## src/rtl/md_pad_pkg.sv

```systemverilog
// Shared definitions for the Mega Drive pad responder: button indices,
// output pin bundle, mux selection and default timeout.
package md_pad_pkg;

  localparam int unsigned BTN_UP    = 0;
  localparam int unsigned BTN_DOWN  = 1;
  localparam int unsigned BTN_LEFT  = 2;
  localparam int unsigned BTN_RIGHT = 3;
  localparam int unsigned BTN_A     = 4;
  localparam int unsigned BTN_B     = 5;
  localparam int unsigned BTN_C     = 6;
  localparam int unsigned BTN_START = 7;
  localparam int unsigned BTN_X     = 8;
  localparam int unsigned BTN_Y     = 9;
  localparam int unsigned BTN_Z     = 10;
  localparam int unsigned BTN_MODE  = 11;
  localparam int unsigned NUM_BUTTONS = 12;

  // 1.5 ms at 50 MHz
  localparam int unsigned DEFAULT_TIMEOUT_CYCLES = 75000;

  typedef struct packed {
    logic up;
    logic down;
    logic left;
    logic right;
    logic tl;
    logic tr;
  } pad_pins_t;

  // What D0-D3 carry for the current select level / phase
  typedef enum logic [2:0] {
    MUX_DPAD,
    MUX_AST,
    MUX_ID,
    MUX_XYZM,
    MUX_ALL1
  } pad_mux_t;

endpackage

```

## src/rtl/md_pad_responder_if.sv

```systemverilog
// Pad port bundle: host side drives select/buttons/mode, pad side answers
// with the six active-low data pins and a debug phase index.
interface md_pad_responder_if;
  import md_pad_pkg::*;

  logic                   pad_sel;
  logic [NUM_BUTTONS-1:0] buttons;
  logic                   six_button_en;
  logic                   pad_up;
  logic                   pad_down;
  logic                   pad_left;
  logic                   pad_right;
  logic                   pad_tl;
  logic                   pad_tr;
  logic [1:0]             phase;

  modport master (
    output pad_sel, buttons, six_button_en,
    input  pad_up, pad_down, pad_left, pad_right, pad_tl, pad_tr, phase
  );

  modport slave (
    input  pad_sel, buttons, six_button_en,
    output pad_up, pad_down, pad_left, pad_right, pad_tl, pad_tr, phase
  );

endinterface

```

## src/rtl/md_pad_sel_sync.sv

```systemverilog
// Select-line synchronizer followed by one edge-detect register.
// Everything resets high to match an idle (released) select line.
module md_pad_sel_sync #(
  parameter int unsigned SYNC_STAGES = 2
) (
  input  logic clock,
  input  logic reset,
  input  logic i_sel,
  output logic o_sel,
  output logic o_rise,
  output logic o_fall
);

  logic [SYNC_STAGES-1:0] r_sync;
  logic                   r_prev;

  always_ff @(posedge clock) begin
    if (!reset) begin
      r_sync <= '1;
      r_prev <= 1'b1;
    end else begin
      r_sync <= {r_sync[SYNC_STAGES-2:0], i_sel};
      r_prev <= r_sync[SYNC_STAGES-1];
    end
  end

  assign o_sel  = r_sync[SYNC_STAGES-1];
  assign o_rise = o_sel & ~r_prev;
  assign o_fall = ~o_sel & r_prev;

endmodule

```

## src/rtl/md_pad_responder.sv

```systemverilog
// Device-side Mega Drive joypad: answers the host select line with the
// 3-button or 6-button pin pattern, tracking phase and inactivity timeout.
module md_pad_responder
  import md_pad_pkg::*;
#(
  parameter int unsigned TIMEOUT_CYCLES = DEFAULT_TIMEOUT_CYCLES,
  parameter int unsigned SYNC_STAGES    = 2
) (
  input  logic               clock,
  input  logic               reset,
  md_pad_responder_if.slave  pad
);

  localparam int unsigned    TW       = $clog2(TIMEOUT_CYCLES + 1);
  localparam logic [TW-1:0]  TMO_MAX  = TW'(TIMEOUT_CYCLES);
  localparam logic [TW-1:0]  TMO_LAST = TW'(TIMEOUT_CYCLES - 1);

  logic                   w_sel;
  logic                   w_rise;
  logic                   w_fall;
  logic                   w_expired;
  logic [1:0]             w_phase_nxt;
  pad_mux_t               w_mode;
  logic [3:0]             w_dir;
  pad_pins_t              w_pins;
  logic [NUM_BUTTONS-1:0] w_btn;

  logic [TW-1:0]          r_tmo;
  logic [1:0]             r_phase;
  pad_pins_t              r_pins;

  md_pad_sel_sync #(.SYNC_STAGES(SYNC_STAGES)) u_sel_sync (
    .clock  (clock),
    .reset  (reset),
    .i_sel  (pad.pad_sel),
    .o_sel  (w_sel),
    .o_rise (w_rise),
    .o_fall (w_fall)
  );

  assign w_btn     = pad.buttons;
  assign w_expired = (r_tmo == TMO_MAX);

  // A rise on the expiry cycle still sees r_tmo one short of the limit,
  // so it counts as a continuing sequence.
  always_comb begin
    w_phase_nxt = r_phase;
    if (w_rise)
      w_phase_nxt = w_expired ? 2'd1 : r_phase + 2'd1;
    else if (!w_fall && r_tmo == TMO_LAST)
      w_phase_nxt = '0;
  end

  // The mux uses the next phase so the pins switch level and pattern together.
  always_comb begin
    w_mode = MUX_DPAD;
    if (w_sel)
      w_mode = (pad.six_button_en && w_phase_nxt == 2'd3) ? MUX_XYZM : MUX_DPAD;
    else if (!pad.six_button_en || w_phase_nxt < 2'd2)
      w_mode = MUX_AST;
    else if (w_phase_nxt == 2'd2)
      w_mode = MUX_ID;
    else
      w_mode = MUX_ALL1;
  end

  always_comb begin
    w_dir = '1;
    case (w_mode)
      MUX_DPAD: w_dir = ~{w_btn[BTN_UP], w_btn[BTN_DOWN], w_btn[BTN_LEFT], w_btn[BTN_RIGHT]};
      MUX_AST:  w_dir = {~w_btn[BTN_UP], ~w_btn[BTN_DOWN], 2'b00};
      MUX_ID:   w_dir = '0;
      MUX_XYZM: w_dir = ~{w_btn[BTN_Z], w_btn[BTN_Y], w_btn[BTN_X], w_btn[BTN_MODE]};
      MUX_ALL1: w_dir = '1;
      default:  w_dir = '1;
    endcase
    w_pins.up    = w_dir[3];
    w_pins.down  = w_dir[2];
    w_pins.left  = w_dir[1];
    w_pins.right = w_dir[0];
    w_pins.tl    = w_sel ? ~w_btn[BTN_B] : ~w_btn[BTN_A];
    w_pins.tr    = w_sel ? ~w_btn[BTN_C] : ~w_btn[BTN_START];
  end

  always_ff @(posedge clock) begin
    if (!reset) begin
      r_tmo   <= '0;
      r_phase <= '0;
      r_pins  <= '1;
    end else begin
      if (w_rise || w_fall)
        r_tmo <= '0;
      else if (!w_expired)
        r_tmo <= r_tmo + TW'(1);
      r_phase <= w_phase_nxt;
      r_pins  <= w_pins;
    end
  end

  assign pad.pad_up    = r_pins.up;
  assign pad.pad_down  = r_pins.down;
  assign pad.pad_left  = r_pins.left;
  assign pad.pad_right = r_pins.right;
  assign pad.pad_tl    = r_pins.tl;
  assign pad.pad_tr    = r_pins.tr;
  assign pad.phase     = r_phase;

endmodule
```

## src/flat_wrapper.sv

```systemverilog
// flat-port wrapper written by rule: the top's interface ports become plain ports
module md_pad_responder_flat import md_pad_pkg::*;
#(
  parameter int unsigned TIMEOUT_CYCLES = DEFAULT_TIMEOUT_CYCLES,
  parameter int unsigned SYNC_STAGES    = 2
)
  (clock, reset, pad_pad_sel, pad_buttons, pad_six_button_en, pad_pad_up, pad_pad_down, pad_pad_left, pad_pad_right, pad_pad_tl, pad_pad_tr, pad_phase);
  md_pad_responder_if pad_i ();
  input  logic clock;
  input  logic reset;
  input wire logic [$bits(pad_i.pad_sel)-1:0] pad_pad_sel;
  input wire logic [$bits(pad_i.buttons)-1:0] pad_buttons;
  input wire logic [$bits(pad_i.six_button_en)-1:0] pad_six_button_en;
  output wire logic [$bits(pad_i.pad_up)-1:0] pad_pad_up;
  output wire logic [$bits(pad_i.pad_down)-1:0] pad_pad_down;
  output wire logic [$bits(pad_i.pad_left)-1:0] pad_pad_left;
  output wire logic [$bits(pad_i.pad_right)-1:0] pad_pad_right;
  output wire logic [$bits(pad_i.pad_tl)-1:0] pad_pad_tl;
  output wire logic [$bits(pad_i.pad_tr)-1:0] pad_pad_tr;
  output wire logic [$bits(pad_i.phase)-1:0] pad_phase;
  assign pad_i.pad_sel = pad_pad_sel;
  assign pad_i.buttons = pad_buttons;
  assign pad_i.six_button_en = pad_six_button_en;
  assign pad_pad_up = pad_i.pad_up;
  assign pad_pad_down = pad_i.pad_down;
  assign pad_pad_left = pad_i.pad_left;
  assign pad_pad_right = pad_i.pad_right;
  assign pad_pad_tl = pad_i.pad_tl;
  assign pad_pad_tr = pad_i.pad_tr;
  assign pad_phase = pad_i.phase;
  md_pad_responder #(.TIMEOUT_CYCLES(TIMEOUT_CYCLES), .SYNC_STAGES(SYNC_STAGES)) u_core (.clock(clock), .reset(reset), .pad(pad_i));
endmodule
```

## config.mk

```make
export PLATFORM = sky130hd
export DESIGN_NAME = md_pad_responder_flat
export DESIGN_NICKNAME = d
export VERILOG_FILES = /design/src/rtl/md_pad_pkg.sv /design/src/rtl/md_pad_responder_if.sv /design/src/rtl/md_pad_sel_sync.sv /design/src/rtl/md_pad_responder.sv /design/src/flat_wrapper.sv
export SDC_FILE = /design/constraint.sdc
export NUM_CORES = 1
export LEC_CHECK = 0
export CORE_UTILIZATION = 26
export DETAILED_ROUTE_END_ITERATION = 10
export PLACE_DENSITY = 0.46
export SLEW_MARGIN = 15
export SYNTH_ARGS = -nofsm -noshare
export SYNTH_HDL_FRONTEND = slang
export SYNTH_SLANG_ARGS = --single-unit
```

## constraint.sdc

```tcl
create_clock -name clock -period 2.2 [get_ports clock]
set_input_delay 0.44 -clock clock [delete_from_list [all_inputs] [get_ports clock]]
set_output_delay 0.44 -clock clock [all_outputs]
set_load 0.02 [all_outputs]
```

==> flow_summary_export.csv, run 1 <==
group,metric,value,unit
outcome,outcome,"completed",
timing,final.setup_skew,4.90,ps
cts,numClockSinks,28,
yosys,synth.ff_latch_count,28,
yosys,ys_seq_area_frac,0.432,
critical_path,r2r_cells,6,
timing,period_needed,2160,ps
cts,clkLatencyLatePin,280,ps
yosys,netlist_area,1300,um2
finish,syn_to_final_growth,34.0,%
routing,drtIter0Drc,28,
timing,finalCritPeriodShare,0.982,
floorplanning,num_rows,25,
timing,slew-limit-headroom,0.596,
grt,grt_pass1_vias,1128,
pwr,ir_worst_vdd,0.234,mV
yosys,yosys.area.top_type,"dfxtp_1",
yosys,avgSynthCellArea,9.01,um2
placed_design,dp_hpwl,2180,um
cts,cts_tree,"done",
yosys,syn_nets,164,
finish,drive_above_1_share,0.134,
yosys,synth.top_cell.area_share,0.432,
timing,rsz0062_at_grt,"yes",
floorplanning,initial_core_util,0.273,
floorplanning,die_h,72.6,um
finish,multi_input_area,711,um2
floorplanning,die-area,5280,um2
finish,fillCellCount,510,
yosys,synthTopCellsByArea,"dfxtp_1 (43%), xor2_1 (6.1%), nor2_1 (5.8%), nand2_1 (4.9%), ha_1 (3.9%)",
yosys,synth.distinct_cells,31,
routing,post_drt_via_cell_ratio,4.59,
grt,grt_use_total,0.118,
critical_path,cp_cell_sequence,"or4b_4 > or3_4 > o311a_4 > o211ai_4 > mux2i_1 > nand2_1",
critical_path,cpPeakStageDelay,530,ps
critical_path,start_kind,"register",
finish,nNetsFinal,201,
routing,drc,0,
critical_path,path_class,"register to register",
routing,wire_per_inst,11.6,um
cts,cts_max_level,1,
timing,hold_ws,416,ps
critical_path,crit_buf_inv,0,
cts,numCtsBuffers,3,
cts,cts.clk_slew.worst_paths,90,ps
grt,antenna_found_initial,0,
pwr,p_leak,0.636,nW
timing,setup_viol,0,
critical_path,cp_top_family,"simple AND/OR/NAND/NOR gates",
critical_path,crit_cells,6,
finish,finalInstanceArea,1740,um2
grt,grt_max_degree,18,
flow_run,maxCapViolCount,0,
placed_design,io_buffers,23,
critical_path,worstSetupEndpointType,"register",
grt,overflow,0,
finish,regArea,561,um2
timing,max_freq,463,MHz
grt,grt_pass1_wl,4860,um
placed_design,placed_cell_area,1690,um2
floorplanning,io_pins,24,
cts,clockBufferDepth,2,
floorplanning,core,4750,um2
pwr,powerDensity,526,nW/um2
routing,drt_wl_total,2850,um
routing,drtPass1Iterations,4,
timing,worst_pin_slew,605,ps
critical_path,required,2380,ps
cts,cts_root_buffer,"clkbuf_8",
placed_design,gp_congestion,0.697,
routing,vias,1128,
critical_path,crit_arrival,2340,ps
yosys,ys_warn_count,0,
cts,post_cts.repair.setup_buffers,0,
critical_path,worst-path-max-fanout,4,
timing,slew_viol_final,0,
hold_path,whs_path_depth,1,
timing,hold_viol,0,
yosys,syn_inst,144,
finish,num_antenna_cells,0,
pwr,p_total,0.916,mW
hold_path,hold_class,"register to register",
critical_path,slowest_stage,"or4b_4",
floorplanning,die_w,72.6,um
routing,ant_nets,0,
[worst register-to-register path, cell delays in order, from the launching register on]
cell	delay (ps)
dfxtp_1	320
or4b_4	530
or3_4	390
o311a_4	340
o211ai_4	210
mux2i_1	210
nand2_1	60
[where the power goes]
group	total [mW]	leakage, nW	internal [mW]	switching [mW]
Combinational	0.102	0.386	0.0565	0.0453
Sequential	0.530	0.228	0.521	0.00938
Clock	0.284	0.0216	0.123	0.161
[flip-flops by register name, summed over array words and instances (netlist names)]
register	cells
u_core.pad.pad_down	1
u_core.pad.pad_left	1
u_core.pad.pad_right	1
u_core.pad.pad_tl	1
u_core.pad.pad_tr	1
u_core.pad.pad_up	1
u_core.pad.phase	2
u_core.r_tmo	17
u_core.u_sel_sync.r_prev	1
u_core.u_sel_sync.r_sync	2
[what timing repair did]
item | CTS | global route
pin swaps | 2 | 1
setup endpoints to repair | 2 | 3
hold buffers | 0 | 0
resized for setup | 1 | 1
[layout by cell type (no fill, tap or decap), types with 4 or more instances in the layout]
| master | instances |
|---|---|
| nand2_1 | 17 |
| or3_1 | 4 |
| buf_4 | 12 |
| a21oi_1 | 6 |
| xor2_1 | 9 |
| dfxtp_1 | 28 |
| o21ai_0 | 5 |
| nand4_1 | 4 |
| inv_1 | 6 |
| ha_1 | 4 |
| nor2_1 | 20 |
| clkdlybuf4s50_1 | 23 |
| nand3_1 | 4 |
[path summary, 6_finish.rpt]
check | slack, ps | start | endpoint
worst min-delay path | 420 | u_core.u_sel_sync.r_sync[0] | u_core.u_sel_sync.r_sync[1]
worst min register to register | 420 | u_core.u_sel_sync.r_sync[0] | u_core.u_sel_sync.r_sync[1]
worst max register to register | 40 | u_core.r_tmo[12] | u_core.pad.pad_left
worst max-delay path | 40 | u_core.r_tmo[12] | u_core.pad.pad_left
[metrics by stage]
stage | TNS, ps | cells | worst slack, ps | utilization
floorplan | 0 | 144 | 1.21 | -
global placement | 0 | 243 | 6.39 | 0.356
detailed placement | -18.2 | 243 | -11.3 | 0.356
CTS | -2.25 | 246 | -2.25 | 0.365
global route | -68.2 | 246 | -42.1 | 0.366
finish | 0 | 246 | 40.0 | 0.366
[logic make-up after synthesis]
kind of cell / count (synthesis) / synth area share
AOI/OAI and AO/OA: 23 / 0.137
xor gates and xnor gates: 11 / 0.0743
adders and majority gates: 4 / 0.0386
buffers and inverters: 9 / 0.0260
DFF: 28 / 0.432
muxes: 5 / 0.0415
and+or+nand+nor: 64 / 0.251
[cell usage after synthesis, drive strengths merged]
cell type,instances
nand3,4
clkbuf,3
mux2i,2
or4b,3
xnor2,2
xor2,9
mux2,3
a21boi,1
or3b,1
a21o,2
nand2,17
o211ai,4
nor2b,1
and4,1
inv,6
a311oi,1
o311a,1
nand2b,3
o21ai,6
o21a,2
nor2,20
nand4b,2
ha,4
or3,5
dfxtp,28
nand4,4
a21oi,6
nor3,3
[final cells by class]
| type | instances | share of cell area |
|---|---|---|
| inverter | 6 | 0.0129 |
| multi-input combinational | 107 | 0.409 |
| tap | 67 | 0.0482 |
| timing repair buffer | 35 | 0.184 |
| sequential | 28 | 0.322 |
| clock buffer | 3 | 0.0237 |
[routing by layer]
layer / track usage / routed length (um) / vias to the layer above
li1: - / - / 569
met1: 0.131 / 1250 / 528
met2: 0.219 / 1430 / 26
met3: 0.0235 / 126 / 5
met4: 0.0458 / 44 / 0
met5: 0 / 0 / -
Note: power is estimated with default switching activity, not from simulation.
==> run 2, diff against run 1 <==
--- a/config.mk
+++ b/config.mk
@@ -6,7 +6,9 @@
 export NUM_CORES = 1
 export LEC_CHECK = 0
 export CORE_UTILIZATION = 26
+export CTS_CLUSTER_SIZE = 14
 export DETAILED_ROUTE_END_ITERATION = 10
+export GPL_ROUTABILITY_DRIVEN = 0
 export PLACE_DENSITY = 0.46
 export SLEW_MARGIN = 15
 export SYNTH_ARGS = -nofsm -noshare
==> results of run 2 <==
Same layout as run 1: the final DEF is identical, and so are final timing and power.
==> run 3, diff against run 2 <==
--- a/config.mk
+++ b/config.mk
@@ -10,6 +10,7 @@
 export DETAILED_ROUTE_END_ITERATION = 10
 export GPL_ROUTABILITY_DRIVEN = 0
 export PLACE_DENSITY = 0.46
+export RECOVER_POWER = 25
 export SLEW_MARGIN = 15
 export SYNTH_ARGS = -nofsm -noshare
 export SYNTH_HDL_FRONTEND = slang
==> results of run 3 <==
Same layout as run 1: the final DEF is identical, and so are final timing and power.
